## src/rtl/apb_reg_slave.sv

```systemverilog
`default_nettype none
// ============================================================================
// Module   : apb_reg_slave
// Purpose  : Parametrised APB4 slave register bank. It supports programmable
//            wait states, per-byte write strobes and read-only registers
//            sourced from hardware. Error responses cover out-of-range,
//            misaligned and read-only-write accesses.
// Ports    : pclk/preset          - bus clock, synchronous active-high reset
//            paddr/psel/penable/
//            pwrite/pwdata/pstrb  - APB4 request
//            pready/prdata/pslverr- APB4 response (prdata/pslverr gated by pready)
//            reg_q                - flattened register contents
//            ro_d                 - hardware values for read-only registers
//            wr_pulse             - one-cycle pulse per successfully written reg
// Revision : 1.0 - initial release
// ============================================================================
module apb_reg_slave #(
    parameter int                  ADDR_WIDTH  = 32,
    parameter int                  DATA_WIDTH  = 32,
    parameter int                  NUM_REGS    = 8,
    parameter int                  WAIT_STATES = 0,
    parameter logic [NUM_REGS-1:0] RO_MASK     = '0
) (
    input  logic                           pclk,
    input  logic                           preset,
    input  logic [ADDR_WIDTH-1:0]          paddr,
    input  logic                           psel,
    input  logic                           penable,
    input  logic                           pwrite,
    input  logic [DATA_WIDTH-1:0]          pwdata,
    input  logic [DATA_WIDTH/8-1:0]        pstrb,
    output logic                           pready,
    output logic [DATA_WIDTH-1:0]          prdata,
    output logic                           pslverr,
    output logic [NUM_REGS*DATA_WIDTH-1:0] reg_q,
    input  logic [NUM_REGS*DATA_WIDTH-1:0] ro_d,
    output logic [NUM_REGS-1:0]            wr_pulse
);

    localparam int         c_LANES = DATA_WIDTH / 8;
    localparam int         c_OFF_W = $clog2(c_LANES);
    localparam int         c_SEL_W = (NUM_REGS > 1) ? $clog2(NUM_REGS) : 1;
    localparam logic [3:0] c_WAIT  = 4'(WAIT_STATES);

    // The APB setup cycle is the one in which IDLE observes psel & !penable;
    // the wait counter is loaded on that edge so the first penable cycle is
    // already an access cycle (transfer = WAIT_STATES + 2 cycles).
    typedef enum logic [0:0] {
        S_IDLE   = 1'b0,
        S_ACCESS = 1'b1
    } state_t;

    state_t                         r_state;
    logic [3:0]                     r_cnt;

    logic [63:0]                    w_index_ext;
    logic [c_SEL_W-1:0]             w_sel;
    logic                           w_in_range;
    logic                           w_misaligned;
    logic                           w_ro_hit;
    logic                           w_err;
    logic                           w_pready;
    logic                           w_commit;
    logic [DATA_WIDTH-1:0]          w_rd_word;
    logic [NUM_REGS*DATA_WIDTH-1:0] w_regs;
    logic [NUM_REGS-1:0]            w_pulse;

    // ------------------------------------------------------------------
    // Address decode
    // ------------------------------------------------------------------
    assign w_index_ext = 64'(paddr[ADDR_WIDTH-1:c_OFF_W]);
    assign w_in_range  = (w_index_ext < 64'(NUM_REGS));
    assign w_sel       = w_index_ext[c_SEL_W-1:0];

    generate
        if (c_OFF_W > 0) begin : g_offset
            assign w_misaligned = |paddr[c_OFF_W-1:0];
        end else begin : g_no_offset
            assign w_misaligned = 1'b0;
        end
    endgenerate

    // Read mux and read-only lookup over the selected register
    always_comb begin
        w_rd_word = '0;
        w_ro_hit  = 1'b0;
        for (int i = 0; i < NUM_REGS; i++) begin
            if (w_in_range && (w_sel == c_SEL_W'(i))) begin
                w_ro_hit  = RO_MASK[i];
                w_rd_word = RO_MASK[i] ? ro_d[i*DATA_WIDTH +: DATA_WIDTH]
                                       : w_regs[i*DATA_WIDTH +: DATA_WIDTH];
            end
        end
    end

    assign w_err = ~w_in_range | w_misaligned | (pwrite & w_ro_hit);

    // ------------------------------------------------------------------
    // Handshake. Gating with preset keeps every output at its reset value
    // while reset is held and discards a write completing under reset.
    // ------------------------------------------------------------------
    assign w_pready = (r_state == S_ACCESS) & psel & penable & (r_cnt == 4'd0) & ~preset;
    assign w_commit = w_pready & pwrite & ~w_err;

    assign pready   = w_pready;
    assign pslverr  = w_pready & w_err;
    assign prdata   = (w_pready & ~pwrite & ~w_err) ? w_rd_word : '0;
    assign reg_q    = preset ? '0 : w_regs;
    assign wr_pulse = preset ? '0 : w_pulse;

    // ------------------------------------------------------------------
    // Transfer FSM
    // ------------------------------------------------------------------
    always_ff @(posedge pclk) begin
        if (preset) begin
            r_state <= S_IDLE;
            r_cnt   <= 4'd0;
        end else begin
            case (r_state)
                S_IDLE: begin
                    // psel & penable in IDLE is a protocol violation: ignored
                    if (psel && !penable) begin
                        r_state <= S_ACCESS;
                        r_cnt   <= c_WAIT;
                    end
                end
                S_ACCESS: begin
                    if (!psel) begin
                        r_state <= S_IDLE;          // aborted by the master
                    end else if (r_cnt != 4'd0) begin
                        r_cnt   <= r_cnt - 4'd1;
                    end else begin
                        r_state <= S_IDLE;          // completion cycle
                    end
                end
                default: r_state <= S_IDLE;
            endcase
        end
    end

    // ------------------------------------------------------------------
    // Register storage. Read-only registers carry no flops and read as 0
    // on reg_q; their read data comes from ro_d.
    // ------------------------------------------------------------------
    generate
        for (genvar i = 0; i < NUM_REGS; i++) begin : g_reg
            if (RO_MASK[i]) begin : g_ro
                assign w_regs[i*DATA_WIDTH +: DATA_WIDTH] = '0;
                assign w_pulse[i]                         = 1'b0;
            end else begin : g_rw
                logic [DATA_WIDTH-1:0] r_q;
                logic                  r_pulse;
                logic                  w_hit;

                assign w_hit = w_in_range & (w_sel == c_SEL_W'(i));

                always_ff @(posedge pclk) begin
                    if (preset) begin
                        r_q     <= '0;
                        r_pulse <= 1'b0;
                    end else begin
                        r_pulse <= w_commit & w_hit;
                        if (w_commit && w_hit) begin
                            for (int b = 0; b < c_LANES; b++) begin
                                if (pstrb[b]) begin
                                    r_q[b*8 +: 8] <= pwdata[b*8 +: 8];
                                end
                            end
                        end
                    end
                end

                assign w_regs[i*DATA_WIDTH +: DATA_WIDTH] = r_q;
                assign w_pulse[i]                         = r_pulse;
            end
        end
    endgenerate

endmodule
`default_nettype wire

```

## config.mk

```make
export PLATFORM = sky130hd
export DESIGN_NAME = apb_reg_slave
export DESIGN_NICKNAME = d
export VERILOG_FILES = /design/src/rtl/apb_reg_slave.sv
export SDC_FILE = /design/constraint.sdc
export NUM_CORES = 1
export LEC_CHECK = 0
export BUFFER_PORTS_ARGS = -buffer_cell sky130_fd_sc_hd__buf_2
export CORE_AREA = 5 5 238 240
export CTS_CLUSTER_DIAMETER = 200
export DETAILED_ROUTE_END_ITERATION = 8
export DIE_AREA = 0 0 243 245
export PLACE_DENSITY = 0.59
export SYNTH_ARGS = -nofsm -noshare
export SYNTH_HDL_FRONTEND = slang
export SYNTH_SLANG_ARGS = --single-unit
```

## constraint.sdc

```tcl
create_clock -name pclk -period 6.5 [get_ports pclk]
set_input_delay 0.325 -clock pclk [delete_from_list [all_inputs] [get_ports pclk]]
set_output_delay 0.325 -clock pclk [all_outputs]
set_load 0.02 [all_outputs]
```

==> flow_metrics.env <==
export IMPL_outcome="finished clean"
export IMPL_worst_hold_path_num_cells=3
export IMPL_dr_max_layer_used="met5"
export IMPL_p_comb_frac=0.065
export IMPL_pwr_density_cell_nw_per_um2=209
export IMPL_irDropWorstVdd_uv=174
export IMPL_fin_hold_ws_ns=0.173
export IMPL_relSlewSlack=0.177
export IMPL_stdcell_area_um2=18000
export IMPL_finalMaxSlewViolations=0
export IMPL_synth_edf_count=0
export IMPL_cp_end_kind="primary output"
export IMPL_pin_count=627
export IMPL_clk_pin_slew_worst_paths_ns=0.05
export IMPL_layout_drive_gt1_share=0.250
export IMPL_synth_ff_type="dfxtp_1"
export IMPL_synth_simple_gate_area_frac=0.243
export IMPL_pwr_share_seq=0.438
export IMPL_syn_instance_count=1628
export IMPL_synth_top_family_by_area="simple AND/OR/NAND/NOR gates"
export IMPL_p_sw_uw=896
export IMPL_cts_buffers=35
export IMPL_required_ns=6.17
export IMPL_nets=2254
export IMPL_swShare=0.238
export IMPL_clock_path_buffers=3
export IMPL_place_congestion=0.814
export IMPL_postCtsSetupBuffers=0
export IMPL_die_area_um2=59500
export IMPL_synth_top_cells_by_area="dfxtp_1 37%, mux2i_1 20%, nand2b_1 12%"
export IMPL_period_needed_ns=4.51
export IMPL_synth_area_um2=14600
export IMPL_wire_per_inst_um=20.3
export IMPL_finalSetupViolCount=0
export IMPL_cts_tree="done"
export IMPL_syn_avg_cell_area_um2=8.95
export IMPL_r2r_cells=6
export IMPL_die_h_um=245
export IMPL_yosys_warnings=0
export IMPL_numPortBuffers=370
export IMPL_wl_met1_um=23800
export IMPL_grt_max_degree=116
export IMPL_grt_pass1_vias=13022
export IMPL_skew_ns=0.0144
export IMPL_synth_compound_area_frac=0.0717
export IMPL_hold_violations=0
export IMPL_synthArstFlopShare=0
export IMPL_wl_met3_um=3570
export IMPL_setup_tns_final_ns=0
export IMPL_viasPerCell=4.79
export IMPL_critPathMaxFanout=15
export IMPL_drc=0
export IMPL_wl_um=53800
export IMPL_antenna_found_initial=3
export IMPL_synthMuxAreaShare=0.207
export IMPL_worst_ep_arrival_time_ns=4.18
export IMPL_hpwlAfterDp_um=37200
export IMPL_drtPass1Iterations=5
export IMPL_grt_usage=0.173
export IMPL_cts_resized=0
export IMPL_yosysSeqAreaShare=0.370
export IMPL_start_util=0.268
export IMPL_syn_nets=1959
export IMPL_dp_cells=2590
export IMPL_num_rows=86
export IMPL_synth_xor_area_frac=0.00120
export IMPL_worstHoldStart="pwrite"
export IMPL_rsz0062_at_grt="no"
export IMPL_synth_ff_latch_count=269
export IMPL_vias=12687
export IMPL_synth_adder_area_share=0.00172
export IMPL_p_int_mw=2.88
export IMPL_worst_setup_path_start_kind="flip-flop"
export IMPL_dpl_cell_area_um2=16900
export IMPL_synth_top_area_frac=0.370
export IMPL_worst_slew_pin_slew_ns=1.23
export IMPL_final_cell_mix="366 x buf_2, 289 x nand2b_1, 288 x mux2i_1"
export IMPL_p_leak_nw=9.57
export IMPL_grt_pass1_wl_um=80300
export IMPL_ant_nets=0
export IMPL_finalNonFillerCells=2648
export IMPL_fp_dieW_um=243
export IMPL_rrSetupSlack_ns=3.29
export IMPL_synthDistinctLibCells=44
export IMPL_setup_ws_ns=1.99
export IMPL_power_frac_clock=0.497
export IMPL_fin_crit_sh=0.693
export IMPL_cts_root_buf="clkbuf_16"
export IMPL_crit_type="flip-flop to primary output"
export IMPL_htree_levels=2
export IMPL_fmax_mhz=222
export IMPL_insertion_delay_ns=0.53
export IMPL_pre_cts_slack_ns=2.25
export IMPL_min_path_type="input port to flip-flop"
export IMPL_grt_overflow=0
export IMPL_diodes=0
export IMPL_cts_hold_buf=0
export IMPL_final_common_cell="buf_2"
export IMPL_dr_wl_met2_um=24900
export IMPL_core_area_um2=54400
export IMPL_syn_to_final_growth_pct=23.7
export IMPL_hold_path_end="g_reg[6].g_rw.r_pulse$_SDFF_PP0_"
export IMPL_cts_sinks=269
export IMPL_r2r_end="g_reg[4].g_rw.r_q[16]$_SDFFE_PP0P_"
export IMPL_regToRegStartpoint="r_cnt[0]$_SDFFE_PP0P_"
export IMPL_first_iter_violations=707
export IMPL_maxCapViolCount=0
export IMPL_synth_largest_area_cell="dfxtp_1"
==> synth_stat cells, types with 16 or more instances <==
| library cell | count |
|---|---|
| clkbuf_1 | 79 |
| nand3_1 | 16 |
| buf_1 | 36 |
| nor2b_1 | 39 |
| o2111ai_1 | 29 |
| inv_1 | 261 |
| a221oi_1 | 28 |
| o22ai_1 | 29 |
| nand2_1 | 54 |
| nor3_1 | 31 |
| o21ai_0 | 60 |
| dfxtp_1 | 269 |
| mux2i_1 | 288 |
| nand2b_1 | 289 |
| nor4_4 | 32 |
==> sequential cells by signal, summed over array words and instances (netlist names) <==
register,cells
g.g_rw.r_pulse,8
g.g_rw.r_q,256
r_cnt,4
r_state,1
==> logic make-up (layout without fill, tap and decap cells) <==
group | count (synthesis) | count (layout)
xor gates and xnor gates | 2 | 2
adders and majority gates | 2 | 2
AOI/OAI and AO/OA | 155 | 155
DFF | 269 | 269
and+or+nand+nor | 516 | 516
muxes | 294 | 294
buffers and inverters | 390 | 706
==> power groups by stage <==
stage / clock (mW) / combinational (mW) / sequential [mW]
after floorplan: 0 / 0.156 / 1.69
after global placement: 0 / 0.241 / 1.69
after detailed placement: 0 / 0.244 / 1.69
after CTS: 1.93 / 0.244 / 1.65
after global routing: 2.00 / 0.265 / 1.65
final: 1.88 / 0.244 / 1.65
==> worst max-delay path by stage <==
stage | start | to | cells past startpoint
floorplan | paddr[13] | prdata[17] | 6
global placement | paddr[13] | prdata[17] | 7
detailed placement | paddr[13] | prdata[17] | 7
CTS | r_cnt[0]$_SDFFE_PP0P_ | prdata[17] | 9
global route | r_cnt[0]$_SDFFE_PP0P_ | prdata[17] | 9
finish | r_cnt[0]$_SDFFE_PP0P_ | prdata[17] | 9
==> final cells by class <==
type	count	area (um^2)
clock inverters	8	96.3
flip-flops and latches	269	5390
repair buffers	387	1990
clock buffers	50	995
fillers	5727	36400
well taps	704	881
inverters	261	980
multi-input cells	969	7700
==> worst max-delay path, stage by stage (launching register included) <==
cell,delay (ns)
dfxtp_1,0.34
inv_1,0.09
ha_1,0.17
nand4bb_1,0.21
or3_1,0.46
inv_1,0.18
nand4_1,0.96
buf_4,0.62
a221oi_1,0.37
buf_2,0.25
==> stage by stage <==
| step | total power, mW | util |
|---|---|---|
| floorplan | 1.84 | - |
| global placement | 1.93 | 0.311 |
| detailed placement | 1.93 | 0.311 |
| CTS | 3.83 | 0.331 |
| global route | 3.91 | 0.331 |
| finish | 3.77 | 0.331 |
==> per-layer routing <==
layer / track usage / vias to the layer above
met5: 0 / -
met4: 0.0536 / 4
met3: 0.0385 / 86
met2: 0.283 / 442
met1: 0.230 / 6160
li1: - / 5995
No activity file was read; power rests on OpenSTA's default activity.
